==> config.mk <==
export PLATFORM = sky130hd
export DESIGN_NAME = return_address_stack_flat
export DESIGN_NICKNAME = d
export VERILOG_FILES = /design/src/rtl/return_address_stack_if.sv /design/src/rtl/return_address_stack.sv /design/src/flat_wrapper.sv
export SDC_FILE = /design/constraint.sdc
export NUM_CORES = 1
export LEC_CHECK = 0
export ABC_CLOCK_PERIOD_IN_PS = 3500
export CORE_MARGIN = 5
export CORE_UTILIZATION = 44
export DETAILED_ROUTE_END_ITERATION = 8
export GPL_ROUTABILITY_DRIVEN = 0
export HOLD_SLACK_MARGIN = 0.1
export PLACE_DENSITY = 0.64
export SYNTH_ARGS = -nofsm -noshare
export SYNTH_HDL_FRONTEND = slang
export SYNTH_SLANG_ARGS = --single-unit
==> constraint.sdc <==
create_clock -name clk -period 3.5 [get_ports clk]
set_input_delay 0.35 -clock clk [delete_from_list [all_inputs] [get_ports clk]]
set_output_delay 0.35 -clock clk [all_outputs]
set_load 0.02 [all_outputs]
==> src/rtl/return_address_stack_if.sv <==
// Fetch-side bundle for the return address stack.
// The fetch unit is the master; the stack is the slave.
interface return_address_stack_if;
    logic        push;
    logic [31:0] push_addr;
    logic        pop;
    logic [31:0] addr;
    logic        valid;
    logic        branch_fetched;
    logic        branch_retired;
    logic        branch_flush;
    logic        ckpt_full;

    modport master (
        output push, push_addr, pop,
        output branch_fetched, branch_retired, branch_flush,
        input  addr, valid, ckpt_full
    );

    modport slave (
        input  push, push_addr, pop,
        input  branch_fetched, branch_retired, branch_flush,
        output addr, valid, ckpt_full
    );
endinterface

==> src/rtl/return_address_stack.sv <==
// Speculative return address stack with per-branch
// checkpoints of {idx,cnt} restored on a flush.
module return_address_stack #(
    parameter int RAS_DEPTH = 8,
    parameter int MAX_SPEC  = 4
) (
    input logic                   clk,
    input logic                   rst,
    return_address_stack_if.slave bus
);
    localparam int IW = $clog2(RAS_DEPTH);
    localparam int CW = IW + 1;
    localparam int PW = $clog2(MAX_SPEC);
    localparam int OW = PW + 1;

    logic [31:0]   entry_q  [RAS_DEPTH];
    logic [IW-1:0] idx_q, idx_d;
    logic [CW-1:0] cnt_q, cnt_d;

    logic [IW-1:0] ck_idx_q [MAX_SPEC];
    logic [CW-1:0] ck_cnt_q [MAX_SPEC];
    logic [PW-1:0] head_q, head_d;
    logic [PW-1:0] tail_q, tail_d;
    logic [OW-1:0] occ_q, occ_d;

    logic [IW-1:0] idx_s;
    logic [CW-1:0] cnt_s;
    logic          we;
    logic [IW-1:0] wptr;
    logic          full, empty, enq, deq;
    logic          ent_we, ck_we;

    assign full  = (occ_q == OW'(MAX_SPEC));
    assign empty = (occ_q == '0);
    assign deq   = bus.branch_retired && !empty;
    assign enq   = bus.branch_fetched && (!full || deq);

    assign bus.addr      = entry_q[idx_q];
    assign bus.valid     = (cnt_q != '0);
    assign bus.ckpt_full = full;

    // Speculative stack update from this cycle's push/pop.
    always_comb begin
        idx_s = idx_q;
        cnt_s = cnt_q;
        we    = 1'b0;
        wptr  = idx_q;
        if (bus.push && bus.pop) begin
            we    = 1'b1;
            cnt_s = (cnt_q == '0) ? CW'(1) : cnt_q;
        end else if (bus.push) begin
            idx_s = idx_q + IW'(1);
            wptr  = idx_q + IW'(1);
            we    = 1'b1;
            if (cnt_q != CW'(RAS_DEPTH))
                cnt_s = cnt_q + CW'(1);
        end else if (bus.pop && cnt_q != '0) begin
            idx_s = idx_q - IW'(1);
            cnt_s = cnt_q - CW'(1);
        end
    end

    // Flush overrides everything; otherwise commit stack and FIFO moves.
    always_comb begin
        ent_we = we && !bus.branch_flush;
        ck_we  = enq && !bus.branch_flush;
        if (bus.branch_flush) begin
            idx_d  = empty ? idx_q : ck_idx_q[head_q];
            cnt_d  = empty ? cnt_q : ck_cnt_q[head_q];
            head_d = '0;
            tail_d = '0;
            occ_d  = '0;
        end else begin
            idx_d  = idx_s;
            cnt_d  = cnt_s;
            head_d = head_q + PW'(deq);
            tail_d = tail_q + PW'(enq);
            occ_d  = occ_q + OW'(enq) - OW'(deq);
        end
    end

    // Pointer and occupancy state.
    always_ff @(posedge clk or negedge rst) begin
        if (!rst) begin
            idx_q  <= '0;
            cnt_q  <= '0;
            head_q <= '0;
            tail_q <= '0;
            occ_q  <= '0;
        end else begin
            idx_q  <= idx_d;
            cnt_q  <= cnt_d;
            head_q <= head_d;
            tail_q <= tail_d;
            occ_q  <= occ_d;
        end
    end

    // Entry storage; contents are never reset nor restored.
    always_ff @(posedge clk) begin
        if (ent_we)
            entry_q[wptr] <= bus.push_addr;
    end

    // Checkpoint storage captures post-update {idx,cnt}.
    always_ff @(posedge clk) begin
        if (ck_we) begin
            ck_idx_q[tail_q] <= idx_s;
            ck_cnt_q[tail_q] <= cnt_s;
        end
    end

    // Fetch must stall while the checkpoint FIFO is full.
    assert property (@(posedge clk) disable iff (!rst)
        !(bus.branch_fetched && full &&
          !bus.branch_retired && !bus.branch_flush))
    else $error("ras: branch_fetched while checkpoint FIFO full");
endmodule

==> src/flat_wrapper.sv <==
// flat-port wrapper written by rule: the top's interface ports become plain ports
module return_address_stack_flat 
#(
    parameter int RAS_DEPTH = 8,
    parameter int MAX_SPEC  = 4
)
  (clk, rst, bus_push, bus_push_addr, bus_pop, bus_branch_fetched, bus_branch_retired, bus_branch_flush, bus_addr, bus_valid, bus_ckpt_full);
  return_address_stack_if bus_i ();
  input logic clk;
  input logic rst;
  input wire logic [$bits(bus_i.push)-1:0] bus_push;
  input wire logic [$bits(bus_i.push_addr)-1:0] bus_push_addr;
  input wire logic [$bits(bus_i.pop)-1:0] bus_pop;
  input wire logic [$bits(bus_i.branch_fetched)-1:0] bus_branch_fetched;
  input wire logic [$bits(bus_i.branch_retired)-1:0] bus_branch_retired;
  input wire logic [$bits(bus_i.branch_flush)-1:0] bus_branch_flush;
  output wire logic [$bits(bus_i.addr)-1:0] bus_addr;
  output wire logic [$bits(bus_i.valid)-1:0] bus_valid;
  output wire logic [$bits(bus_i.ckpt_full)-1:0] bus_ckpt_full;
  assign bus_i.push = bus_push;
  assign bus_i.push_addr = bus_push_addr;
  assign bus_i.pop = bus_pop;
  assign bus_i.branch_fetched = bus_branch_fetched;
  assign bus_i.branch_retired = bus_branch_retired;
  assign bus_i.branch_flush = bus_branch_flush;
  assign bus_addr = bus_i.addr;
  assign bus_valid = bus_i.valid;
  assign bus_ckpt_full = bus_i.ckpt_full;
  return_address_stack #(.RAS_DEPTH(RAS_DEPTH), .MAX_SPEC(MAX_SPEC)) u_core (.clk(clk), .rst(rst), .bus(bus_i));
endmodule
==> key figures <==
Detailed routing
  – Drt drc: 0
  – TritonRoute pass-1 iters: 5
  – Total wire length: 23240 um
  – Violation count after the first detailed-route iteration: 503
  – Detail Route Antenna Nets: 0
  – Average wire per standard cell: 22.56 um
  – Via-per-instance ratio: 5.548
  – Routed vias: 5714

Floorplanning
  – Die X: 174.7 um
  – Core footprint: 26800 sq um
  – # rows: 60
  – Number of I/O pins: 73
  – Die Footprint: 30510 sq um
  – Effective utilization at floorplan: 44.52%
  – Chip height: 174.7 um

Layout
  – Fin nets: 712
  – # diodes: 0
  – Final instance area: 14190 sq um
  – Proportion of layout cells with a drive suffix above 1: 27.72%
  – Area delta synth->final: 18.95%

Clock network
  – # clock sinks: 298
  – Setup Fix Bufs, Post-CTS: 1
  – CTS root buf: clkbuf_16
  – Insertion delay to the later sink of the worst-skew pair: 0.54 ns
  – H-Tree Depth: 1
  – CTS Buf Count: 30
  – Clk slew on worst S/H paths: 0.06 ns
  – Resized cells post-CTS: 0
  – Worst-case clock buffer depth: 3
  – Post-CTS Hold Fix Bufs: 0
  – CTS tree: built

Synth
  – Share of the synthesized area in the top cell type: 71.48%
  – Syn_nets: 617
  – Gate Count Post-Synth: 570
  – Synth top area cells: edfxtp_1 (71%), mux4_2 (13%), mux2_2 (3.1%), dfrtp_1 (2.9%), ha_1 (0.73%)
  – EDFF count, synth: 284
  – Synthesis-stage register bit count: 298
  – Top_reg_cell synth: edfxtp_1
  – Syn avg cell area: 20.93 sq um
  – Register area share after synthesis: 74.41%
  – Count leader, synth: edfxtp_1
  – Top cells by count, synth: edfxtp_1 (284), mux4_2 (71), mux2_2 (33)
  – Cell taking the most area after synthesis: edfxtp_1
  – Post-Syn Area: 11930 sq um
  – Ys async rst share: 4.698%
  – Yosys warning count: 0
  – Distinct cells, synth: 53

Global route
  – Largest net degree at the start of global routing: 39
  – Initial antenna violation count: 1
  – First-pass GRT wire length: 36540 um
  – Vias in the first global route: 6270
  – GRT Total Usage: 15.27%
  – GRT overflow: 0

Timing
  – Fin crit share: 94.37%
  – Worst slew pin tran: 0.7054 ns
  – Fin Clk Skew: 0.009246 ns
  – Relative slew slack: 52.82%
  – Clock period minus worst slack: 3.303 ns
  – FMAX: 302.8 MHz
  – Setup tns final: 0 ns
  – Final setup viols: 0
  – Final hold vios: 0
  – RSZ-0062 raised after global routing: no
  – Max-slew violations: 0

Pwr
  – Seq pwr share: 40.3%
  – Clock share of power: 26.8%
  – Sw Share: 30.01%
  – Sw Pwr: 3.435 mW
  – Peak VDD IR: 0.0004651 V
  – Combinational share of power: 32.9%
  – Leakage Power: 4.561 nW
  – Cell area power density: 806.3 nW/um^2
  – Int Power: 8.008 mW

Setup path
  – Critical Path AT: 2.95 ns
  – CP Launch Type: flop
  – CP required: 3.15 ns
  – Crit. End Element: output pin
  – Critical path class: reg2out
  – Reg2Reg Setup Slack: 0.67 ns
  – Worst-path fanout max: 16
  – R2R cell count: 6

Place
  – Final HPWL DP: 13980 um
  – # port buffers: 72
  – Dpl cell area: 13220 sq um

Run status
  – Status: finished, final reports clean

Job
  – Number of max-cap violations: 0

Min path
  – Hold crit path type: in2async
-- worst max-delay path, stage by stage (launching register included) --
cell and delay (ns):
dfrtp_4 0.61, buf_4 0.40, mux4_2 0.56, mux2_2 0.30
clkdlybuf4s50_1 0.54
-- flip-flops by register name (all words and copies together), names as in the netlist --
register	count
u_core.occ_q	3
u_core.ck_idx_q	12
u_core.head_q	2
u_core.ck_cnt_q	16
u_core.entry_q	256
u_core.tail_q	2
u_core.idx_q	3
u_core.cnt_q	4
-- cells by family after synthesis --
logic type,share of synthesized area (%)
mux,16.60
compound gates,2.590
simple gates,3.167
xor+xnor,0.6606
fa+ha+maj,0.9018
buf+inv,1.667
flops,74.41
-- power by group through the flow --
stage | Combinational [mW] | Clock (mW) | Sequential [mW]
finish | 3.76 | 3.07 | 4.61
global route | 4.05 | 3.29 | 4.66
global placement | 3.70 | 0 | 4.69
CTS | 3.83 | 3.13 | 4.62
detailed placement | 3.75 | 0 | 4.72
floorplan | 2.64 | 0 | 4.49
-- per-layer routing --
metal	GRT usage [%]	wire, um
met1	20.68	9736
met3	3.072	1412
met4	3.241	345
met5	0	20
met2	26.01	11720
-- final timing paths --
kind / from / endpoint
max: u_core.idx_q[0] / bus_addr[30]
min reg2reg: u_core.tail_q[1] / u_core.tail_q[1]
max in group asynchronous: rst / u_core.idx_q[0]
min in group clk: bus_push_addr[13] / u_core.entry_q[0][13]
min: rst / u_core.occ_q[2]
max reg2reg: u_core.idx_q[0] / u_core.entry_q[0][28]
-- cells in the final DEF, fill, tap and decap left out, types with 4 or more instances in the layout --
master	n
a21oi_1	5
nand2_1	14
clkinv_2	10
clkbuf_16	31
nor2_4	6
clkinvlp_4	4
clkbuf_1	4
dfrtp_1	11
clkinv_1	4
xnor2_1	5
edfxtp_1	284
inv_1	8
xor2_1	4
clkdlybuf4s50_1	72
mux4_2	71
ha_1	7
nor3_1	5
o21a_1	4
buf_12	6
mux2_2	33
nor2_1	12
nor2b_1	8
buf_4	17
a2111oi_0	4
-- metrics by stage --
step	util [%]	hold slack [ns]	total power [mW]	std cells	worst slack (ns)
detailed placement	49.34	0.6015	8.473	973	0.5049
CTS	52.96	0.2349	11.59	1030	0.09722
global placement	49.34	0.5926	8.397	973	0.5485
finish	52.96	0.2346	11.44	1030	0.1970
floorplan	-	0.05441	7.127	570	0.02120
global route	52.96	0.2711	11.99	1030	0.04368
-- cell type report --
cell class,instances,area (sq um)
clock inverter,21,166.4
fill,2023,12610
multi-input combinational,231,2914
sequential,298,8885
clock buffer,35,790.8
timing repair buffer,96,979.7
inverter,8,30.03
tap,341,426.7
(Power assumes the default switching activity.)
